==> config.mk <==
export PLATFORM = sky130hd
export DESIGN_NAME = store_buffer
export DESIGN_NICKNAME = d
export VERILOG_FILES = /design/src/rtl/sbuf_pkg.sv /design/src/rtl/sbuf_fwd.sv /design/src/rtl/store_buffer.sv
export SDC_FILE = /design/constraint.sdc
export NUM_CORES = 1
export LEC_CHECK = 0
export ABC_CLOCK_PERIOD_IN_PS = 7400
export CORE_MARGIN = 2
export CORE_UTILIZATION = 65
export CTS_BUF_LIST = sky130_fd_sc_hd__clkbuf_2 sky130_fd_sc_hd__clkbuf_4 sky130_fd_sc_hd__clkbuf_8
export DETAILED_ROUTE_END_ITERATION = 6
export DONT_BUFFER_PORTS = 1
export GPL_TIMING_DRIVEN = 0
export HOLD_SLACK_MARGIN = 0.12
export PLACE_DENSITY_LB_ADDON = 0.12
export SYNTH_ARGS = -nofsm -noshare
export SYNTH_HDL_FRONTEND = slang
export SYNTH_SLANG_ARGS = --single-unit
==> constraint.sdc <==
create_clock -name clk -period 7.4 [get_ports clk]
set_input_delay 0.74 -clock clk [delete_from_list [all_inputs] [get_ports clk]]
set_output_delay 0.74 -clock clk [all_outputs]
set_load 0.005 [all_outputs]
==> src/rtl/sbuf_pkg.sv <==
// Shared types and width helpers for the store buffer and its forwarding selector.
package sbuf_pkg;
    typedef enum logic [1:0] {
        SB_IDLE  = 2'd0,
        SB_DRAIN = 2'd1,
        SB_DONE  = 2'd2
    } sb_state_t;

    localparam int SB_DEPTH = 4;

    function automatic int sb_ptr_w(input int depth);
        return $clog2(depth);
    endfunction

    function automatic int sb_cnt_w(input int depth);
        return $clog2(depth) + 1;
    endfunction
endpackage

==> src/rtl/sbuf_fwd.sv <==
// Youngest-match load forwarding over the queued stores; purely combinational.
// Later (closer to tail) matches override earlier ones as the scan walks from head.
module sbuf_fwd
    import sbuf_pkg::*;
#(
    parameter int AW    = 8,
    parameter int DW    = 8,
    parameter int DEPTH = SB_DEPTH
) (
    input  logic [DEPTH-1:0][AW-1:0]       ent_addr,
    input  logic [DEPTH-1:0][DW-1:0]       ent_data,
    input  logic [DEPTH-1:0]               ent_vld,
    input  logic [sb_ptr_w(DEPTH)-1:0]     head,
    input  logic [AW-1:0]                  query,
    output logic                           hit,
    output logic [DW-1:0]                  data
);
    localparam int PW = sb_ptr_w(DEPTH);

    logic [PW-1:0] idx;

    always_comb begin
        hit  = 1'b0;
        data = '0;
        idx  = '0;
        for (int i = 0; i < DEPTH; i++) begin
            idx = head + PW'(i);
            if (ent_vld[idx] && ent_addr[idx] == query) begin
                hit  = 1'b1;
                data = ent_data[idx];
            end
        end
    end
endmodule

==> src/rtl/store_buffer.sv <==
// In-order store buffer: stores queue and drain one per mem handshake (>=1 cycle latency),
// loads forward combinationally from the youngest match; full or flushing stalls the core.
module store_buffer
    import sbuf_pkg::*;
#(
    parameter int AW    = 8,
    parameter int DW    = 8,
    parameter int DEPTH = SB_DEPTH
) (
    input  logic                    clk,
    input  logic                    rst,
    input  logic                    in_w_en,
    input  logic [AW-1:0]           in_w_addr,
    input  logic [DW-1:0]           in_w_data,
    output logic                    in_w_ready,
    input  logic                    in_r_en,
    input  logic [AW-1:0]           in_r_addr,
    output logic [DW-1:0]           in_r_data,
    output logic                    mem_w_en,
    output logic [AW-1:0]           mem_w_addr,
    output logic [DW-1:0]           mem_w_data,
    input  logic                    mem_w_ready,
    output logic                    mem_r_en,
    output logic [AW-1:0]           mem_r_addr,
    input  logic [DW-1:0]           mem_r_data,
    input  logic                    flush_req,
    output logic                    flush_done,
    output logic [$clog2(DEPTH):0]  count,
    output logic                    ovf
);
    localparam int PW = sb_ptr_w(DEPTH);
    localparam int CW = sb_cnt_w(DEPTH);

    logic [DEPTH-1:0][AW-1:0] ent_addr;
    logic [DEPTH-1:0][DW-1:0] ent_data;
    logic [DEPTH-1:0]         ent_vld;
    logic [PW-1:0]            head, tail, off;
    sb_state_t                state, state_nxt;
    logic                     full, push, pop, fwd_hit;
    logic [DW-1:0]            fwd_data;

    assign full       = (count == CW'(DEPTH));
    assign in_w_ready = !full && (state == SB_IDLE);
    assign push       = in_w_en && in_w_ready;
    assign mem_w_en   = (count != '0);
    assign pop        = mem_w_en && mem_w_ready;
    assign mem_w_addr = ent_addr[head];
    assign mem_w_data = ent_data[head];

    // Occupied slots are the count entries starting at head, modulo DEPTH.
    always_comb begin
        ent_vld = '0;
        off     = '0;
        for (int j = 0; j < DEPTH; j++) begin
            off        = PW'(j) - head;
            ent_vld[j] = (CW'(off) < count);
        end
    end

    always_ff @(posedge clk) begin
        if (push) begin
            ent_addr[tail] <= in_w_addr;
            ent_data[tail] <= in_w_data;
        end
    end

    always_ff @(posedge clk) begin
        if (rst) begin
            head  <= '0;
            tail  <= '0;
            count <= '0;
            ovf   <= 1'b0;
        end else begin
            if (push) tail <= tail + 1'b1;
            if (pop)  head <= head + 1'b1;
            case ({push, pop})
                2'b10:   count <= count + 1'b1;
                2'b01:   count <= count - 1'b1;
                default: count <= count;
            endcase
            if (in_w_en && full) ovf <= 1'b1;
        end
    end

    sbuf_fwd #(.AW(AW), .DW(DW), .DEPTH(DEPTH)) u_fwd (
        .ent_addr (ent_addr),
        .ent_data (ent_data),
        .ent_vld  (ent_vld),
        .head     (head),
        .query    (in_r_addr),
        .hit      (fwd_hit),
        .data     (fwd_data)
    );

    assign mem_r_en   = in_r_en && !fwd_hit;
    assign mem_r_addr = in_r_addr;
    assign in_r_data  = fwd_hit ? fwd_data : mem_r_data;

    always_ff @(posedge clk) begin
        if (rst) state <= SB_IDLE;
        else     state <= state_nxt;
    end

    always_comb begin
        state_nxt = state;
        case (state)
            SB_IDLE:  if (flush_req) state_nxt = (count == '0) ? SB_DONE : SB_DRAIN;
            SB_DRAIN: if (count == '0) state_nxt = SB_DONE;
            SB_DONE:  state_nxt = SB_IDLE;
            default:  state_nxt = SB_IDLE;
        endcase
    end

    always_comb begin
        flush_done = 1'b0;
        if (state == SB_DONE) flush_done = 1'b1;
    end
endmodule

# Yosys cells after proc, flatten, opt, wreduce, memory -nomap -nowiden
# Cells that the tools add are included.
[totals]
ff_bits = 74
in_bits = 38
out_inout_bits = 40
[op_classes]
n_addsub = 10
n_lt_le_gt_ge = 10
n_eq_ne = 11
mux = 43
reduce_logical = 17
[op_table]
columns = ["operator", "n"]
rows = [
  ["8-bit binary-select mux with 2-bit select", 8],
  ["8-bit 2-to-1 mux", 14],
  ["32-bit bitwise mux", 2],
  ["8-bit equality test", 4],
  ["8-bit demux with 2-bit select", 1],
  ["2-bit by 3-bit < comparator with 1-bit output, second input constant", 5],
  ["2-bit by 3-bit < comparator with 1-bit output", 4],
  ["1-bit logical AND", 10],
  ["1-bit 2-to-1 mux", 9],
  ["1-bit binary-select mux with 2-bit select", 4],
  ["2-bit 2-to-1 mux", 3],
  ["3-bit case mux with 2 select lines", 1],
  ["2-bit by 1-bit adder with 2-bit output, second input constant", 2],
  ["2-bit adder, second input constant", 2],
  ["2-bit by 1-bit equality test with 1-bit output, second input constant", 2],
  ["2-bit equality test, second input constant", 2],
  ["2-bit != test, second input constant", 2],
  ["2-bit case mux with 2 select lines", 1],
  ["1-bit by 2-bit subtractor with 2-bit output, first input constant", 2],
  ["2-bit subtractor, first input constant", 2],
  ["3-bit by 1-bit adder with 3-bit output, second input constant", 1],
  ["3-bit equality test, second input constant", 1],
  ["3-bit zero test", 1],
  ["3-bit nonzero test", 1],
  ["other kinds (6)", 7],
]

# Longest topological paths before layout
[logic_depth]
word_depth = 11
mapped_depth = 19
mapped_depth_nobuf = 11

# Hierarchy
# Synthesis repeated with hierarchy kept, for this count alone.
[hier_totals]
cells_unflattened = 467
area_unflattened_um2 = 5681.7
[modules_own_cells]
columns = ["mod", "instances", "cells_per_inst", "area_per_inst_um2", "seq_area_each_um2"]
rows = [
  ["store_buffer", 1, 182, 3176.8, 2122.0],
  ["sbuf_fwd", 1, 285, 2504.9, 0.0],
]

# Worst setup path after synthesis
# No wires, ideal clock.
[synth_path]
kind = "reg2out"
start = "register head[0]"
end = "output in_r_data[7]"
arrival_ns = 3.937
setup_slack_ns = 2.723
path_stages_with_launch = 18
path_cell_list = "dfxtp_1 -> buf_2 -> buf_2 -> buf_2 -> buf_2 -> buf_2 -> buf_2 -> buf_2 -> xnor2_1 -> inv_1 -> ha_1 -> a21oi_1 -> o32a_1 -> o2111ai_1 -> nor2_1 -> a31o_2 -> or4_1 -> a21oi_1"
[synth_via]
elab_chain_cells = 10
[synth_rtl]
columns = ["element", "line_no", "text"]
rows = [
  ["start, declared", "store_buffer.sv:37", "logic [PW-1:0] head, tail, off;"],
  ["start signal, assigned", "store_buffer.sv:75", "if (pop) head <= head + 1'b1;"],
  ["1-bit by 2-bit subtractor with 2-bit output or 2-bit subtractor (tied branches)", "store_buffer.sv:55", "off = PW'(j) - head;"],
  ["2-bit by 3-bit < comparator with 1-bit output", "store_buffer.sv:56", "ent_vld[j] = (CW'(off) < count);"],
  ["1-bit binary-select mux with 2-bit select", "sbuf_fwd.sv:28", "if (ent_vld[idx] && ent_addr[idx] == query) begin"],
  ["1-bit 2-to-1 mux (not written as such)", "sbuf_fwd.sv:28", ""],
  ["1-bit logical AND", "sbuf_fwd.sv:28", ""],
  ["8-bit 2-to-1 mux or 1-bit 2-to-1 mux (tied branches) (4 in a row)", "sbuf_fwd.sv:28", ""],
  ["8-bit 2-to-1 mux (*)", "store_buffer.sv:97", "assign in_r_data = fwd_hit ? fwd_data : mem_r_data;"],
  ["end, declared", "store_buffer.sv:18", "output logic [DW-1:0] in_r_data,"],
]
# Mark *: on every way between the ends. The rest lies on a longest branch, timed or not. The select of a mux whose other input is x is not followed.

# Final worst setup path
[layout_path]
start = "register head[0]"
end = "output in_r_data[5]"
# The elaborated chain is that of the path after synthesis.

==> metrics <==
maximum net fanout on the critical path=10; area of the die=~0.0086 mm^2; number of synthesis warnings=0; worst hold path cell count=1; number of max-capacitance violations reported=0; horizontal die dimension=~93 um; proportion of register bits with asynchronous set or reset after synthesis=0%; leak pwr=between 1.5 and 2 nW; worst setup slack after placement=~1.7 ns; number of max-slew violations in the final report=0; number of detailed-route iterations in the first pass=5; setup violation total in the final timing report=0; Via-to-Cell Ratio=6.85; number of synthesized flops with an enable pin=between 60 and 70; post-cts repair resize count=0; Core Area=between 0.007 and 0.008 mm^2; post-synth design cell area=0.00510 mm^2; maximum ir drop on the vdd rail=between 0.2 and 0.25 mV; total of hold buffers inserted after clock tree synthesis=0; Worst Slack Setup Final=around 1.1 ns; Wirelength per Cell=22.4 um; Mapped Avg Cell Area=about 12 um^2; number of ports placed on the die boundary=78; fill cell instance count of the final layout=between 500 and 600; non-filler instance count after layout=538; delay of the slowest critical-path stage=around 0.50 ns; depth of the worst register-to-register path=12; final worst path period share=a little over four fifths; largest cells by area after synthesis=edfxtp_1, mux4_2, mux2i_1; fraction of power consumed by the clock network=22.5%; count of endpoints failing hold in the final timing report=0; Reg power frac=between 30% and 40%; number of antenna violations at the first check in global routing=0; Initial Util=around two thirds; iteration-0 DRC count of the detailed router=between 400 and 500; number of routed nets with antenna violations=0; vias in the first global route=3633; RSZ-0062 raised after global routing=no; Synth cell types=59; placer congestion estimate=around 0.9; end of the worst hold path=state[1]; Worst Setup Start Kind=flop; # Post-CTS Setup Buffers=0; first-pass GRT wire length=between 15000 and 20000 um; post-detailed-placement half-perimeter wirelength=8500 um; number of instances in the synthesized netlist=420; library cell appearing most often on the critical path=buf_2; cell types with the highest counts after synthesis=edfxtp_1, mux2i_1, xnor2_1; overall global routing resource usage=just under 30%; r2r endpoint=count[2]; post-CTS clock slew at the launch and capture registers of the worst setup and hold paths=~0.070 ns; worst path required time=around 6.7 ns; highest clock frequency the design can meet=0.159 GHz; total overflow reported by the global router=0; worst reg-to-reg setup slack=approximately 4.3 ns; Net Switching=about 0.7 mW; clock tree from TritonCTS=built; Tightest Pin Transition=approximately 0.99 ns; insertion delay to the later sink of the worst-skew pair=about 0.35 ns; detailed-route wire length=12000 um; predominant post-synthesis flop cell=edfxtp_1; total power draw=1.88 mW; fin crit period=approximately 6.3 ns; part of the Yosys area used for sequential elements=roughly 42%; relative contribution of combinational cells to total power=between 40% and 50%; register bit count reported by yosys=between 70 and 80; Critical Path, Cell by Cell=buf_2 > buf_2 > buf_2 > buf_2 > buf_2 > buf_2 > buf_2 > xnor2_1 > ha_1 > o21ai_0 > nand3_1 > a211oi_4 > a22oi_2 > clkbuf_1 > a221oi_1 > o22ai_1 > a2bb2oi_1; max-slew headroom at the worst pin=between 30% and 40%; sw frac=a little under two fifths; critical path buffer and inverter count=8; ratio of cells with drive above 1 in the final layout=roughly a fifth; CTS max path bufs=2; vias after detailed routing=3686; category of the worst setup path capture point=primary output; number of buffers inserted by port buffering=0; clock tree skew after final layout=between 0.009 and 0.01 ns; die span in y=around 93 um; worst min-delay path category=flop to flop; P per Cell Area=between 300 and 400 mW/mm^2; synth-to-layout area growth=7.90%; cell chosen for the clock root=clkbuf_8; worst path arrival time=approximately 5.6 ns; run status=finished clean; biggest area consumer among synthesized cells=edfxtp_1; sum of negative setup slack=0 ns; # nets final=between 400 and 500; Worst Setup Path Type=flop to primary output; Critical Path Slowest Stage Cell=a211oi_4; Cells after DPL=522; Antenna diodes=0; internal power of the cells=about 1.2 mW; Reg2Reg Launch Point=count[2]; area share of the largest cell type after synthesis=roughly 38%; post-detailed-route DRC marker count=0; kind of cell adding the most delay to the critical path=buffers and inverters; Post-Synthesis Net Count=468; CTS H-Tree Depth=3; largest net degree at the start of global routing=17; number of rows created at floorplan=32; number of clock buffers inserted by TritonCTS=9; Sinks on Clock Net=74; hold wc startpoint=state[1]; most numerous cell in the Yosys netlist=edfxtp_1
==> placed cells by master (no fill, tap or decap), drive strengths merged, types with 3 or more instances in the layout <==
cell type / Yosys / final
nor4: 3 / 3
xor2: 12 / 12
a211oi: 5 / 5
mux4: 24 / 24
nor3: 8 / 8
a2bb2oi: 6 / 6
nor2: 22 / 22
edfxtp: 64 / 64
nand2: 13 / 13
nor2b: 5 / 5
o21ai: 7 / 7
a21oi: 18 / 18
a221oi: 13 / 13
bufinv: 0 / 4
nand4: 3 / 3
o31ai: 3 / 3
ha: 9 / 9
nand2b: 3 / 3
dfxtp: 10 / 10
mux2: 7 / 7
clkbuf: 11 / 21
and2: 3 / 3
and3: 11 / 11
o22ai: 7 / 7
inv: 11 / 11
mux2i: 57 / 57
xnor2: 31 / 31
buf: 28 / 28
==> routing by layer <==
layer	wire length, um	track usage (%)	vias to the layer above
li1	-	-	1633
met1	4920	39.5	1854
met2	5820	45.5	175
met3	1100	9.03	24
met4	207	8.71	0
met5	0	0	-
==> through the flow <==
| step | hold slack (ns) | util (%) | area, um^2 |
|---|---|---|---|
| after floorplan | 0.438 | - | 5100 |
| after global placement | 0.454 | 68.4 | 5230 |
| after detailed placement | 0.461 | 68.4 | 5230 |
| after CTS | 0.468 | 72.0 | 5500 |
| after global routing | 0.456 | 72.0 | 5500 |
| final | 0.475 | 72.0 | 5500 |
==> cell type report <==
cell class                      instances  area, um^2  area share (%)
Multi-Input combinational cell        296        2710            49.2
Inverter                               11        41.3           0.750
Tap cell                              102         128            2.32
Clock buffer                           10         138            2.50
Sequential cell                        74        2120            38.6
Clock inverter                          6         138            2.50
Buffer                                 39         230            4.18
==> cells by family (layout without fill, tap and decap cells) <==
family | count (synthesis) | after routing | share of synthesized area [%]
AOI/OAI and AO/OA | 75 | 75 | 11.2
xor gates and xnor gates | 43 | 43 | 7.38
adders and majority gates | 10 | 10 | 2.60
buffers and inverters | 50 | 66 | 5.32
DFF | 74 | 74 | 41.6
muxes | 88 | 88 | 23.6
and+or+nand+nor | 80 | 80 | 8.24
==> power groups by stage <==
stage                     combinational [mW]  clock, mW  sequential (mW)
after global routing                   0.940      0.440            0.592
after floorplan                        0.684          0            0.575
after CTS                              0.866      0.424            0.583
after detailed placement               0.857          0            0.591
after global placement                 0.838          0            0.584
final                                  0.875      0.423            0.583
==> worst max-delay path by stage <==
stage	depth (start not counted)	slack [ns]	from	end
after floorplan	17	2.72	head[0]	in_r_data[7]
after global placement	17	1.81	head[0]	in_r_data[0]
after detailed placement	17	1.67	head[0]	in_r_data[5]
after CTS	17	1.24	head[0]	in_r_data[5]
after global routing	17	0.81	head[0]	in_r_data[5]
final	17	1.11	head[0]	in_r_data[5]
==> flip-flops by register name, indices dropped and copies added (netlist names) <==
signal and flops:
count 3, ent_addr 32, ent_data 32, head 2
ovf 1, state 2, tail 2
Power figures use the tool's default switching activity.
